## config.mk

```make
export PLATFORM = sky130hd
export DESIGN_NAME = uart_tx
export DESIGN_NICKNAME = d
export VERILOG_FILES = /design/src/rtl/uart_tx.sv
export SDC_FILE = /design/constraint.sdc
export NUM_CORES = 1
export LEC_CHECK = 0
export BUFFER_PORTS_ARGS = -buffer_cell sky130_fd_sc_hd__buf_2
export CORE_MARGIN = 8
export CORE_UTILIZATION = 57
export CTS_CLUSTER_DIAMETER = 200
export DETAILED_ROUTE_END_ITERATION = 8
export PLACE_DENSITY = 0.8
export RECOVER_POWER = 50
export SYNTH_ARGS = -nofsm -noshare
export SYNTH_HDL_FRONTEND = slang
export SYNTH_SLANG_ARGS = --single-unit
```

## constraint.sdc

```tcl
create_clock -name clk -period 2.78 [get_ports clk]
set_input_delay 0.278 -clock clk [delete_from_list [all_inputs] [get_ports clk]]
set_output_delay 0.278 -clock clk [all_outputs]
set_load 0.02 [all_outputs]
```

## src/rtl/uart_tx.sv

```systemverilog
// -----------------------------------------------------------------------------
// uart_tx
//   UART transmitter. Serialises one DATA_BITS-wide word per frame onto an
//   idle-high line: start bit (0), data LSB first, optional parity bit, then
//   STOP_BITS high stop bits. Bit timing is driven entirely by baud_tick, a
//   one-clock strobe from the baud generator; one strobe = one bit period.
//   A one-entry pending register lets the next word be accepted during the
//   final stop bit so consecutive frames run with no idle gap.
//
// Parameters
//   DATA_BITS  data bits per frame (5..9)
//   PARITY     0 = none, 1 = odd, 2 = even
//   STOP_BITS  stop bits per frame (1 or 2)
//
// Ports
//   clk        system clock
//   rst_n      asynchronous active-low reset
//   baud_tick  bit-period strobe
//   tx_data    word to send, captured on the handshake edge
//   tx_valid   tx_data is valid
//   tx_ready   block can accept tx_data this cycle (combinational)
//   tx         serial line, idle high (registered)
//   tx_busy    a frame is armed or in progress (registered)
// -----------------------------------------------------------------------------
module uart_tx #(
  parameter int DATA_BITS = 8,
  parameter int PARITY    = 0,
  parameter int STOP_BITS = 1
) (
  input  logic                 clk,
  input  logic                 rst_n,
  input  logic                 baud_tick,
  input  logic [DATA_BITS-1:0] tx_data,
  input  logic                 tx_valid,
  output logic                 tx_ready,
  output logic                 tx,
  output logic                 tx_busy
);

  localparam int CNT_W = $clog2(DATA_BITS);

  localparam logic [2:0] S_IDLE   = 3'd0;
  localparam logic [2:0] S_ARMED  = 3'd1;
  localparam logic [2:0] S_START  = 3'd2;
  localparam logic [2:0] S_DATA   = 3'd3;
  localparam logic [2:0] S_PARITY = 3'd4;
  localparam logic [2:0] S_STOP   = 3'd5;

  logic [2:0]           r_state;
  logic [CNT_W-1:0]     r_bit_cnt;
  logic                 r_stop_cnt;
  logic                 r_pend_vld;
  logic [DATA_BITS-1:0] r_pend_data;
  logic [DATA_BITS-1:0] r_shift;
  logic                 r_par;

  logic                 w_last_stop;
  logic                 w_last_data;
  logic                 w_xfer;
  logic                 w_close;
  logic                 w_load_idle;
  logic                 w_restart;
  logic                 w_fill_pend;
  logic [DATA_BITS-1:0] w_next_word;

  // Parity of a whole word; only meaningful when PARITY != 0.
  function automatic logic f_parity(input logic [DATA_BITS-1:0] d);
    return (PARITY == 1) ? ~^d : ^d;
  endfunction

  assign w_last_stop = (r_state == S_STOP) && (r_stop_cnt == 1'(STOP_BITS - 1));
  assign w_last_data = (r_bit_cnt == CNT_W'(DATA_BITS - 1));
  assign tx_ready    = (r_state == S_IDLE) | (w_last_stop & ~r_pend_vld);
  assign w_xfer      = tx_valid & tx_ready;
  assign w_close     = w_last_stop & baud_tick;
  assign w_load_idle = (r_state == S_IDLE) & w_xfer;
  // A word accepted on the closing tick itself goes straight into the shift
  // register, exactly as if it had passed through the pending slot.
  assign w_restart   = w_close & (r_pend_vld | w_xfer);
  assign w_fill_pend = w_last_stop & w_xfer & ~baud_tick;
  assign w_next_word = r_pend_vld ? r_pend_data : tx_data;

  // Datapath registers: contents are qualified by the control state, so they
  // need no reset.
  always_ff @(posedge clk) begin
    if (w_load_idle) begin
      r_shift <= tx_data;
      r_par   <= f_parity(tx_data);
    end else if (w_restart) begin
      r_shift <= w_next_word;
      r_par   <= f_parity(w_next_word);
    end else if ((r_state == S_DATA) && baud_tick && !w_last_data) begin
      r_shift <= {1'b0, r_shift[DATA_BITS-1:1]};
    end
    if (w_fill_pend) begin
      r_pend_data <= tx_data;
    end
  end

  // Frame sequencer. r_shift[0] always holds the data bit currently on the
  // line while in DATA, so the next bit to drive is r_shift[1].
  always_ff @(posedge clk or negedge rst_n) begin
    if (!rst_n) begin
      r_state    <= S_IDLE;
      r_bit_cnt  <= '0;
      r_stop_cnt <= 1'b0;
      r_pend_vld <= 1'b0;
      tx         <= 1'b1;
      tx_busy    <= 1'b0;
    end else begin
      if (w_fill_pend) begin
        r_pend_vld <= 1'b1;
      end
      case (r_state)
        S_IDLE: begin
          // baud_tick is deliberately ignored here, even on the transfer edge.
          if (w_xfer) begin
            r_state <= S_ARMED;
            tx_busy <= 1'b1;
          end
        end
        S_ARMED: begin
          if (baud_tick) begin
            tx      <= 1'b0;
            r_state <= S_START;
          end
        end
        S_START: begin
          if (baud_tick) begin
            tx        <= r_shift[0];
            r_bit_cnt <= '0;
            r_state   <= S_DATA;
          end
        end
        S_DATA: begin
          if (baud_tick) begin
            if (w_last_data) begin
              if (PARITY != 0) begin
                tx      <= r_par;
                r_state <= S_PARITY;
              end else begin
                tx         <= 1'b1;
                r_stop_cnt <= 1'b0;
                r_state    <= S_STOP;
              end
            end else begin
              tx        <= r_shift[1];
              r_bit_cnt <= r_bit_cnt + 1'b1;
            end
          end
        end
        S_PARITY: begin
          if (baud_tick) begin
            tx         <= 1'b1;
            r_stop_cnt <= 1'b0;
            r_state    <= S_STOP;
          end
        end
        S_STOP: begin
          if (baud_tick) begin
            if (w_last_stop) begin
              if (r_pend_vld | w_xfer) begin
                // Gapless: next start bit begins on this very tick.
                tx         <= 1'b0;
                r_pend_vld <= 1'b0;
                r_state    <= S_START;
              end else begin
                tx_busy <= 1'b0;
                r_state <= S_IDLE;
              end
            end else begin
              r_stop_cnt <= 1'b1;
            end
          end
        end
        default: begin
          tx      <= 1'b1;
          tx_busy <= 1'b0;
          r_state <= S_IDLE;
        end
      endcase
    end
  end

endmodule

```

==> results of run 1 <==
-- registers in the layout, indices dropped and copies added (netlist names) --
register / cells
r_bit_cnt: 3
r_pend_data: 8
r_pend_vld: 1
r_shift: 8
r_state: 3
r_stop_cnt: 1
tx: 1
tx_busy: 1
-- worst paths after layout --
kind / end / slack (ps)
setup / recovery: r_shift[5] / 490
hold / removal: r_pend_data[7] / 190
setup reg to reg: r_shift[5] / 490
hold reg to reg: tx_busy / 570
max in group asynchronous: tx / 1960
min in group asynchronous: r_pend_vld / 440
-- power by group through the flow --
stage / Sequential (W) / Combinational [W] / Clock (W)
after global placement: 0.000666 / 0.000364 / 0
after CTS: 0.000669 / 0.000390 / 0.000162
after detailed placement: 0.000679 / 0.000385 / 0
after floorplan: 0.000633 / 0.000328 / 0
after global routing: 0.000687 / 0.000423 / 0.000178
final: 0.000669 / 0.000376 / 0.000159
-- stage by stage --
stage,util (%),std cells
global route,61.5,171
detailed placement,60.8,166
floorplan,-,133
global placement,60.8,166
finish,61.5,171
CTS,62.3,171
-- kinds of logic (layout without fill, tap and decap cells) --
logic type	count (synthesis)	in the layout	synth area share (%)
simple gates	38	38	15.1
compound gates	37	37	18.6
flops	26	26	51.5
buf+inv	22	30	7.31
mux	8	8	5.73
fa+ha+maj	2	2	1.76
-- area by class of cell --
type	instances	area share, %
Multi-Input combinational cell	85	39.0
Clock buffer	3	1.52
Clock inverter	1	0.253
Inverter	11	2.79
Timing Repair Buffer	15	4.48
Tap cell	30	2.53
Sequential cell	26	49.4
-- cell usage in the layout (no fill, tap or decap), drive strengths merged, types with 7 or more instances in the layout --
master	Yosys	final
dfrtp	9	9
mux2i	7	7
inv	11	11
a21oi	9	9
nand2	7	7
o21ai	7	7
clkbuf	6	14
a221oi	8	8
nor2	13	13
edfxtp	16	16
-- worst max-delay path, cell delays in order (launching register included) --
cell and delay [ps]:
sky130_fd_sc_hd__dfrtp_1 430, sky130_fd_sc_hd__ha_1 220, sky130_fd_sc_hd__ha_1 290, sky130_fd_sc_hd__o31ai_1 990
-- layer usage --
layer	global-route usage, %	wire (um)
met5	0	0
met4	4.90	29
met3	2.20	129
met2	19.2	1260
met1	18.6	1320
==> qor.txt, run 1 <==
CLOCK TREE
----------------------------------------------------------------------------------------
Total setup buffers inserted after CTS ....................................            0
Post-cts sizing count .....................................................            0
CTS H-tree lvls ...........................................................            1
Clock Path Buffers ........................................................            2
Hold buffer count at CTS ..................................................            1
Clock sink count ..........................................................           26
Clock latency of the later-clocked register in the worst-skew pair ........       320 ps
Inserted Clock Buffers ....................................................            3
TritonCTS clock tree ......................................................          yes
CTS root buf .............................................................. sky130_fd_sc_hd__clkbuf_4
Clock slew at reported path FFs ...........................................       130 ps

SYNTH
----------------------------------------------------------------------------------------
Synthesized flop and latch total ..........................................           26
Count of synthesis-stage warnings from yosys ..............................            0
Async set or reset register ratio after synthesis .........................        38.5%
Leading post-synthesis cells by instance count ............................ sky130_fd_sc_hd__edfxtp_1, sky130_fd_sc_hd__nor2_1, sky130_fd_sc_hd__inv_1, sky130_fd_sc_hd__dfrtp_1
Post-synth top area share .................................................        33.8%
Number of nets in the synthesized netlist .................................          147
Number of instances in the synthesized netlist ............................          133
Count of flip-flops with a built-in enable after synthesis ................           16
Top post-synthesis cells by area .......................................... sky130_fd_sc_hd__edfxtp_1, sky130_fd_sc_hd__dfrtp_1, sky130_fd_sc_hd__a221oi_1, sky130_fd_sc_hd__mux2i_1, sky130_fd_sc_hd__nor2_1
Sequential element share of the synthesized area ..........................        51.5%
Netlist area before placement .............................................     1420 um2
Post-synthesis cell type count ............................................           42
Prevailing post-synth register cell ....................................... sky130_fd_sc_hd__edfxtp_1
Largest area contributor in the netlist ................................... sky130_fd_sc_hd__edfxtp_1
Synthesized area per cell .................................................     10.7 um2
Most repeated cell in the gate-level netlist after synthesis .............. sky130_fd_sc_hd__edfxtp_1

SETUP PATH
----------------------------------------------------------------------------------------
Required time worst endpoint ..............................................      2730 ps
Kind of launch point of the worst setup path ..............................    flip-flop
Critical Path Source ...................................................... r_bit_cnt[0]
Critical path fanouts, max ................................................           10
Setup crit end kind .......................................................    flip-flop
Startpoint-to-endpoint class of the critical path ......................... flip-flop to flip-flop
RR Startpoint ............................................................. r_bit_cnt[0]
Worst path arrival time ...................................................      2240 ps
Worst Reg-to-Reg Cells ....................................................            3

FINISH
----------------------------------------------------------------------------------------
Post-layout net count .....................................................          156
Layout cells sized above 1 ................................................        8.51%
Filler instances ..........................................................          201
N_diodes ..................................................................            0
Syn-to-layout area delta ..................................................        4.32%
Layout Cell Area excl Fill ................................................     1480 um2
Multi-input gate area .....................................................      578 um2
Storage cell area .........................................................      732 um2

TIMING
----------------------------------------------------------------------------------------
Highest achievable clock rate .............................................    0.437 GHz
Worst Tran Pin Value ......................................................      1150 ps
Portion of the clock cycle consumed by the worst path in the final layout .        82.3%
Setup_tns .................................................................         0 ps
Final critical path time including I/O delays and setup ...................      2290 ps
Final Skew ................................................................      4.54 ps
Final hold violation count ................................................            0
Setup repair after global routing missed its margin .......................           no
Worst max-slew margin expressed relative to the limit .....................        22.9%
Final hold slack ..........................................................       187 ps
Final number of max-transition violations .................................            0
Final number of setup-violating endpoints .................................            0
Setup slack of the critical path after layout .............................       491 ps

POWER AND IR DROP
----------------------------------------------------------------------------------------
Power Total ...............................................................    0.00120 W
Combinational Power Share .................................................        31.3%
Worst voltage drop across the vdd grid ....................................   0.000538 V
Net Sw Power ..............................................................   0.000420 W
Leakage power summed over all cells .......................................     0.566 nW
Power share of the sequential group .......................................        55.6%
Clock power frac ..........................................................        13.2%
Power density normalized to cell area .....................................   813 nW/um2
Switching part of the total ...............................................        34.9%
Cell internal power dissipation ...........................................   0.000784 W

MIN PATH
----------------------------------------------------------------------------------------
Worst Hold Path Cells .....................................................            1
Worst Hold Launch .........................................................   tx_data[7]
Tightest Hold Check Type .................................................. primary input to flip-flop

DETAILED ROUTING
----------------------------------------------------------------------------------------
Remaining antenna violation count .........................................            0
Count of unresolved DRC violations after routing ..........................            0
Average wire per standard cell ............................................      16.1 um
Final Routed Wirelength ...................................................      2750 um
Via-per-instance ratio ....................................................         6.08
1st-pass router iterations ................................................            4
Count of routing violations after the opening detailed-route iteration ....           49
Count of vias placed by the detailed router ...............................         1039

OUTCOME
----------------------------------------------------------------------------------------
Result of the run ......................................................... finished clean

PLACED DESIGN
----------------------------------------------------------------------------------------
Worst slack after detailed placement ......................................       484 ps
Sum of net half-perimeters after detailed placement .......................      1980 um
Post-Place Cell Area ......................................................     1470 um2
Buffers on Ports ..........................................................           14
Routability Congestion ....................................................        0.848

GLOBAL ROUTE
----------------------------------------------------------------------------------------
Via count of the first global-routing pass ................................          941
GR Overflow Total .........................................................            0
Global-route wire length before repair ....................................      4480 um
GRT Util Overall ..........................................................        13.1%
Largest net degree at the start of global routing .........................           21
Antenna violations before repair ..........................................            0

FLOORPLANNING
----------------------------------------------------------------------------------------
Placeable core region .....................................................     2410 um2
Total I/O pin count .......................................................           15
Number of core rows .......................................................           18
Die boundary width ........................................................      65.9 um
Starting Density ..........................................................        58.9%
Die Area ..................................................................     4340 um2
Chip Height ...............................................................      65.9 um

FLOW RUN
----------------------------------------------------------------------------------------
Max capacitance violation total ...........................................            0

(Power assumes the default switching activity.)
==> run 2, diff against run 1 <==
CORE_UTILIZATION = 51   (was 57)
PLACE_DENSITY = 0.75   (was 0.8)
clock period = 1.9 ns   (was 2.78 ns; I/O delays follow)
==> qor.txt, run 2 (synthesized netlist as in run 1, its figures left out) <==
TIMING
----------------------------------------------------------------------------------------
Worst max-slew margin expressed relative to the limit .....................        61.2%   was 22.9%
Portion of the clock cycle consumed by the worst path in the final layout .        93.2%   was 82.3%
Final hold violation count ................................................            0   unchanged
Setup repair after global routing missed its margin .......................           no   unchanged
Setup_tns .................................................................         0 ps   unchanged
Final number of max-transition violations .................................            0   unchanged
Final number of setup-violating endpoints .................................            0   unchanged
Highest achievable clock rate .............................................    0.565 GHz   was 0.437 GHz
Final critical path time including I/O delays and setup ...................      1770 ps   was 2290 ps
Worst Tran Pin Value ......................................................       582 ps   was 1150 ps
Final Skew ................................................................      4.31 ps   was 4.54 ps

DETAILED ROUTING
----------------------------------------------------------------------------------------
Average wire per standard cell ............................................      15.8 um   was 16.1 um
Count of vias placed by the detailed router ...............................         1056   was 1039
Final Routed Wirelength ...................................................      2830 um   was 2750 um
1st-pass router iterations ................................................            4   unchanged
Remaining antenna violation count .........................................            0   unchanged
Count of unresolved DRC violations after routing ..........................            0   unchanged
Via-per-instance ratio ....................................................         5.90   was 6.08
Count of routing violations after the opening detailed-route iteration ....           34   was 49

MIN PATH
----------------------------------------------------------------------------------------
Hold Path End ............................................................. r_pend_data[7]   unchanged
Worst Hold Launch .........................................................   tx_data[7]   unchanged
Tightest Hold Check Type .................................................. primary input to flip-flop   unchanged
Worst Hold Path Cells .....................................................            1   unchanged

PLACED DESIGN
----------------------------------------------------------------------------------------
Sum of net half-perimeters after detailed placement .......................      2170 um   was 1980 um
Dpl cells .................................................................          174   was 166
Routability Congestion ....................................................        0.841   was 0.848
Buffers on Ports ..........................................................           14   unchanged

SETUP PATH
----------------------------------------------------------------------------------------
Critical Path Source ......................................................   r_state[1]   was r_bit_cnt[0]
Worst path arrival time ...................................................      1850 ps   was 2240 ps
List of cells traversed by the critical path .............................. and4bb_1, a21oi_2, o31ai_4   was ha_1, ha_1, o31ai_1
Endpoint of the lowest-slack register-to-register path ....................   r_shift[4]   was r_shift[5]
Largest delay share family, worst path .................................... compound AO/OA/AOI/OAI gates   unchanged
Critical path fanouts, max ................................................           11   was 10
Required time worst endpoint ..............................................      1970 ps   was 2730 ps
RR Startpoint .............................................................   r_state[1]   was r_bit_cnt[0]
Worst Reg-to-Reg Cells ....................................................            3   unchanged
Total buffers and inverters traversed by the critical path ................            0   unchanged
Startpoint-to-endpoint class of the critical path ......................... flip-flop to flip-flop   unchanged
Number of cells on the critical path ......................................            3   unchanged
Largest stage delay on the critical path ..................................       570 ps   was 990 ps
Setup crit end kind .......................................................    flip-flop   unchanged
Reg-to-reg slack, setup ...................................................       130 ps   was 490 ps
Slowest stage cell, crit path ............................................. sky130_fd_sc_hd__dfrtp_1   was sky130_fd_sc_hd__o31ai_1
Kind of launch point of the worst setup path ..............................    flip-flop   unchanged

FLOORPLANNING
----------------------------------------------------------------------------------------
Die boundary width ........................................................      68.8 um   was 65.9 um
Starting Density ..........................................................        52.4%   was 58.9%
Placeable core region .....................................................     2710 um2   was 2410 um2
Total I/O pin count .......................................................           15   unchanged
Number of core rows .......................................................           19   was 18
Die Area ..................................................................     4730 um2   was 4340 um2
Chip Height ...............................................................      68.8 um   was 65.9 um

OUTCOME
----------------------------------------------------------------------------------------
Result of the run ......................................................... finished clean   unchanged

FINISH
----------------------------------------------------------------------------------------
Largest registers ranked by flip-flop count ............................... r_pend_data x8, r_shift x8   unchanged
Layout cells sized above 1 ................................................        14.2%   was 8.51%
Leading cell types in the layout, fill and taps excluded .................. sky130_fd_sc_hd__edfxtp_1, sky130_fd_sc_hd__nor2_1, sky130_fd_sc_hd__clkbuf_1, sky130_fd_sc_hd__inv_1, sky130_fd_sc_hd__dfrtp_1   was sky130_fd_sc_hd__edfxtp_1, sky130_fd_sc_hd__nor2_1, sky130_fd_sc_hd__inv_1, sky130_fd_sc_hd__clkbuf_1, sky130_fd_sc_hd__dfrtp_1
Syn-to-layout area delta ..................................................        11.2%   was 4.32%
Most frequent standard cell in the layout excluding fill and tap cells .... sky130_fd_sc_hd__edfxtp_1   unchanged
Post-layout net count .....................................................          163   was 156
Number of non-filler instances in the completed layout ....................          179   was 171
N_diodes ..................................................................            0   unchanged

GLOBAL ROUTE
----------------------------------------------------------------------------------------
Antenna violations before repair ..........................................            0   unchanged
Global-route wire length before repair ....................................      4590 um   was 4480 um
GR Overflow Total .........................................................            0   unchanged
GRT Util Overall ..........................................................        12.6%   was 13.1%
Via count of the first global-routing pass ................................          982   was 941
Largest net degree at the start of global routing .........................           16   was 21

CLOCK TREE
----------------------------------------------------------------------------------------
Clock slew at reported path FFs ...........................................       150 ps   was 130 ps
Total setup buffers inserted after CTS ....................................            0   unchanged
Clock Path Buffers ........................................................            2   unchanged
Inserted Clock Buffers ....................................................            3   unchanged
CTS H-tree lvls ...........................................................            1   unchanged
CTS root buf .............................................................. sky130_fd_sc_hd__clkbuf_4   unchanged
TritonCTS clock tree ......................................................          yes   unchanged
Clock latency of the later-clocked register in the worst-skew pair ........       340 ps   was 320 ps
Clock sink count ..........................................................           26   unchanged

POWER AND IR DROP
----------------------------------------------------------------------------------------
Worst voltage drop across the vdd grid ....................................   0.000835 V   was 0.000538 V
Power density normalized to cell area .....................................  1260 nW/um2   was 813 nW/um2
Leakage power summed over all cells .......................................     0.620 nW   was 0.566 nW

FLOW RUN
----------------------------------------------------------------------------------------
Max capacitance violation total ...........................................            0   unchanged

## run 2: how the worst max path moves through the flow
stage | endpoint | slack (ps)
3_3_place_gp | r_shift[3] | 150
5_1_grt | r_shift[5] | 50
4_1_cts | r_shift[5] | 30
3_5_place_dp | r_shift[7] | 50
2_1_floorplan | r_shift[0] | 60
6_report | r_shift[4] | 130
## run 2: per-layer routing
| layer | track usage [%] | vias to the layer above | wire (um) |
|---|---|---|---|
| met4 | 3.76 | 0 | 34 |
| met1 | 17.0 | 513 | 1340 |
| met2 | 19.9 | 19 | 1350 |
| met5 | 0 | - | 0 |
| li1 | - | 520 | - |
| met3 | 2.75 | 4 | 106 |
## run 2: through the flow
| stage | cell area, um2 | setup slack [ps] | power [W] | hold slack (ps) | util [%] |
|---|---|---|---|---|---|
| floorplan | 1430 | 63.2 | 0.00141 | -106 | - |
| global placement | 1520 | 146 | 0.00155 | 67.3 | 56.2 |
| detailed placement | 1520 | 47.7 | 0.00160 | 74.9 | 56.2 |
| CTS | 1590 | 29.7 | 0.00199 | 46.4 | 58.5 |
| global route | 1580 | 46.8 | 0.00210 | 95.2 | 58.3 |
| finish | 1580 | 129 | 0.00199 | 79.0 | 58.3 |
## run 2: final cells by class
class / instances / area (um2)
clock buffer: 3 / 22.5
clock inverter: 1 / 30.0
fill: 249 / 1130
inverter: 11 / 41.3
multi-input combinational: 85 / 599
sequential: 26 / 732
tap: 31 / 38.8
timing repair buffer: 22 / 115
## run 2: what timing repair did
item,4_1_cts,5_1_grt
endpoints found under the setup margin,0,9
hold buffers,1,0
gates resized for setup,0,2
hold endpoints to repair,10,0
## run 2: report_power, final
group	internal, W	total, W	switching (W)
Sequential	0.000811	0.000945	0.000135
Clock	0.000214	0.000392	0.000178
Combinational	0.000299	0.000650	0.000351
## run 2: worst reg2reg max path, stage by stage, from the launching register on
cell	delay, ps
sky130_fd_sc_hd__dfrtp_1	570
sky130_fd_sc_hd__and4bb_1	330
sky130_fd_sc_hd__a21oi_2	390
sky130_fd_sc_hd__o31ai_4	220
==> run 3, diff against run 2 <==
CTS_BUF_LIST = sky130_fd_sc_hd__clkbuf_8 sky130_fd_sc_hd__clkbuf_16   (was unset)
==> qor.txt, run 3 (synthesized netlist as in run 1, its figures left out) <==
SETUP PATH
----------------------------------------------------------------------------------------
Worst Reg-to-Reg Cells ....................................................            3   unchanged
List of cells traversed by the critical path .............................. nor3b_1, a21oi_1, nor2_1, buf_2   was and4bb_1, a21oi_2, o31ai_4
Largest stage delay on the critical path ..................................       500 ps   was 570 ps
Setup crit end kind ....................................................... primary output   was flip-flop
Worst path arrival time ...................................................      1570 ps   was 1850 ps
Required time worst endpoint ..............................................      1710 ps   was 1970 ps
Reg-to-reg slack, setup ...................................................       150 ps   was 130 ps
Kind of launch point of the worst setup path ..............................    flip-flop   unchanged
Slowest stage cell, crit path ............................................. sky130_fd_sc_hd__dfrtp_1   unchanged
Critical path fanouts, max ................................................            9   was 11
Startpoint-to-endpoint class of the critical path ......................... flip-flop to primary output   was flip-flop to flip-flop

CLOCK TREE
----------------------------------------------------------------------------------------
Inserted Clock Buffers ....................................................            3   unchanged
CTS root buf .............................................................. sky130_fd_sc_hd__clkbuf_8   was sky130_fd_sc_hd__clkbuf_4
Clock sink count ..........................................................           26   unchanged
CTS H-tree lvls ...........................................................            1   unchanged
TritonCTS clock tree ......................................................          yes   unchanged
Total setup buffers inserted after CTS ....................................            0   unchanged
Clock latency of the later-clocked register in the worst-skew pair ........       280 ps   was 340 ps
Clock Path Buffers ........................................................            2   unchanged
Clock slew at reported path FFs ...........................................        90 ps   was 150 ps

FLOORPLANNING
----------------------------------------------------------------------------------------
Total I/O pin count .......................................................           15   unchanged
Number of core rows .......................................................           19   unchanged
Placeable core region .....................................................     2710 um2   unchanged
Chip Height ...............................................................      68.8 um   unchanged
Die Area ..................................................................     4730 um2   unchanged
Starting Density ..........................................................        52.4%   unchanged
Die boundary width ........................................................      68.8 um   unchanged

PLACED DESIGN
----------------------------------------------------------------------------------------
Routability Congestion ....................................................        0.841   unchanged
Sum of net half-perimeters after detailed placement .......................      2170 um   unchanged
Buffers on Ports ..........................................................           14   unchanged
Worst slack after detailed placement ......................................      47.7 ps   unchanged

DETAILED ROUTING
----------------------------------------------------------------------------------------
Average wire per standard cell ............................................      15.8 um   about the same
Count of routing violations after the opening detailed-route iteration ....           49   was 34
Final Routed Wirelength ...................................................      2820 um   was 2830 um
1st-pass router iterations ................................................            4   unchanged
Via-per-instance ratio ....................................................         5.88   was 5.90
Count of vias placed by the detailed router ...............................         1052   was 1056
Count of unresolved DRC violations after routing ..........................            0   unchanged
Remaining antenna violation count .........................................            0   unchanged

GLOBAL ROUTE
----------------------------------------------------------------------------------------
Antenna violations before repair ..........................................            0   unchanged
GR Overflow Total .........................................................            0   unchanged
Global-route wire length before repair ....................................      4640 um   was 4590 um
GRT Util Overall ..........................................................        12.8%   was 12.6%
Via count of the first global-routing pass ................................          982   unchanged
Largest net degree at the start of global routing .........................           16   unchanged

OUTCOME
----------------------------------------------------------------------------------------
Result of the run ......................................................... finished clean   unchanged

FINISH
----------------------------------------------------------------------------------------
Leading cell types in the layout, fill and taps excluded .................. sky130_fd_sc_hd__edfxtp_1, sky130_fd_sc_hd__nor2_1, sky130_fd_sc_hd__clkbuf_1, sky130_fd_sc_hd__inv_1, sky130_fd_sc_hd__dfrtp_1   unchanged
N_diodes ..................................................................            0   unchanged
Post-layout net count .....................................................          163   unchanged
Largest registers ranked by flip-flop count ............................... r_pend_data x8, r_shift x8   unchanged
Layout cells sized above 1 ................................................        13.5%   was 14.2%
Syn-to-layout area delta ..................................................        12.0%   was 11.2%
Most frequent standard cell in the layout excluding fill and tap cells .... sky130_fd_sc_hd__edfxtp_1   unchanged
Filler instances ..........................................................          249   unchanged

TIMING
----------------------------------------------------------------------------------------
Final hold slack ..........................................................       144 ps   was 79.0 ps
Highest achievable clock rate .............................................    0.569 GHz   was 0.565 GHz
Portion of the clock cycle consumed by the worst path in the final layout .        92.5%   was 93.2%
Setup slack of the critical path after layout .............................       143 ps   was 129 ps
Final hold violation count ................................................            0   unchanged
Final number of max-transition violations .................................            0   unchanged
Final critical path time including I/O delays and setup ...................      1760 ps   was 1770 ps
Worst Tran Pin Value ......................................................       585 ps   was 582 ps
Worst max-slew margin expressed relative to the limit .....................        61.0%   was 61.2%
Final number of setup-violating endpoints .................................            0   unchanged
Final Skew ................................................................      5.84 ps   was 4.31 ps
Setup_tns .................................................................         0 ps   unchanged
Setup repair after global routing missed its margin .......................           no   unchanged

POWER AND IR DROP
----------------------------------------------------------------------------------------
Power density normalized to cell area .....................................  1290 nW/um2   was 1260 nW/um2
Worst voltage drop across the vdd grid ....................................   0.000906 V   was 0.000835 V
Leakage power summed over all cells .......................................     0.622 nW   was 0.620 nW

FLOW RUN
----------------------------------------------------------------------------------------
Max capacitance violation total ...........................................            0   unchanged

MIN PATH
----------------------------------------------------------------------------------------
Worst Hold Path Cells .....................................................            1   unchanged
Tightest Hold Check Type .................................................. primary input to flip-flop   unchanged

[run 3: cell counts in the layout (fill, tap and decap cells not counted)]
No cell type changed its count.
[run 3: worst paths after layout]
path,startpoint,end
setup / recovery,r_state[0],tx_ready
hold / removal,tx_data[7],r_pend_data[7]
setup reg to reg,r_state[1],r_shift[3]
hold reg to reg,r_bit_cnt[2],r_bit_cnt[2]
max in group asynchronous,rst_n,r_bit_cnt[1]
min in group asynchronous,rst_n,r_bit_cnt[2]
[run 3: through the flow]
stage / util (%) / total power [W] / cells / area (um2)
2_1_floorplan: - / 0.00141 / 133 / 1430
3_3_place_gp: 56.2 / 0.00155 / 174 / 1520
3_5_place_dp: 56.2 / 0.00160 / 174 / 1520
4_1_cts: 59.2 / 0.00207 / 179 / 1610
5_1_grt: 58.7 / 0.00217 / 179 / 1590
6_report: 58.7 / 0.00206 / 179 / 1590
[run 3: area by class of cell]
class | count | area [um2] | area share, %
clock buffers | 3 | 41.3 | 2.60
clock inverters | 1 | 30.0 | 1.89
inverters | 11 | 41.3 | 2.60
multi-input cells | 85 | 592 | 37.2
flip-flops and latches | 26 | 732 | 46.0
well taps | 31 | 38.8 | 2.44
repair buffers | 22 | 115 | 7.24
[run 3: where the power goes]
part           internal (W)  leakage, nW  switching (W)
clock              0.000282       0.0357       0.000184
combinational      0.000296        0.320       0.000351
sequential         0.000812        0.266       0.000131
[run 3: metal layers]
metal | routed length (um) | global-route usage [%]
met1 | 1350 | 17.4
met2 | 1330 | 19.7
met3 | 113 | 2.75
met4 | 34 | 4.51
met5 | 0 | 0
[run 3: what timing repair did]
item,CTS,global route
endpoints found under the hold margin,9,0
gates resized for setup,0,1
setup endpoints to repair,0,8
hold buffers,1,0
[run 3: critical path: cells and delay by family, from the launching register on]
| kind | cells | cell delay [ps] |
|---|---|---|
| AND/OR/NAND/NOR | 2 | 500 |
| flip-flops | 1 | 500 |
| AO/OA/AOI/OAI | 1 | 130 |
| buffers and inverters | 1 | 160 |
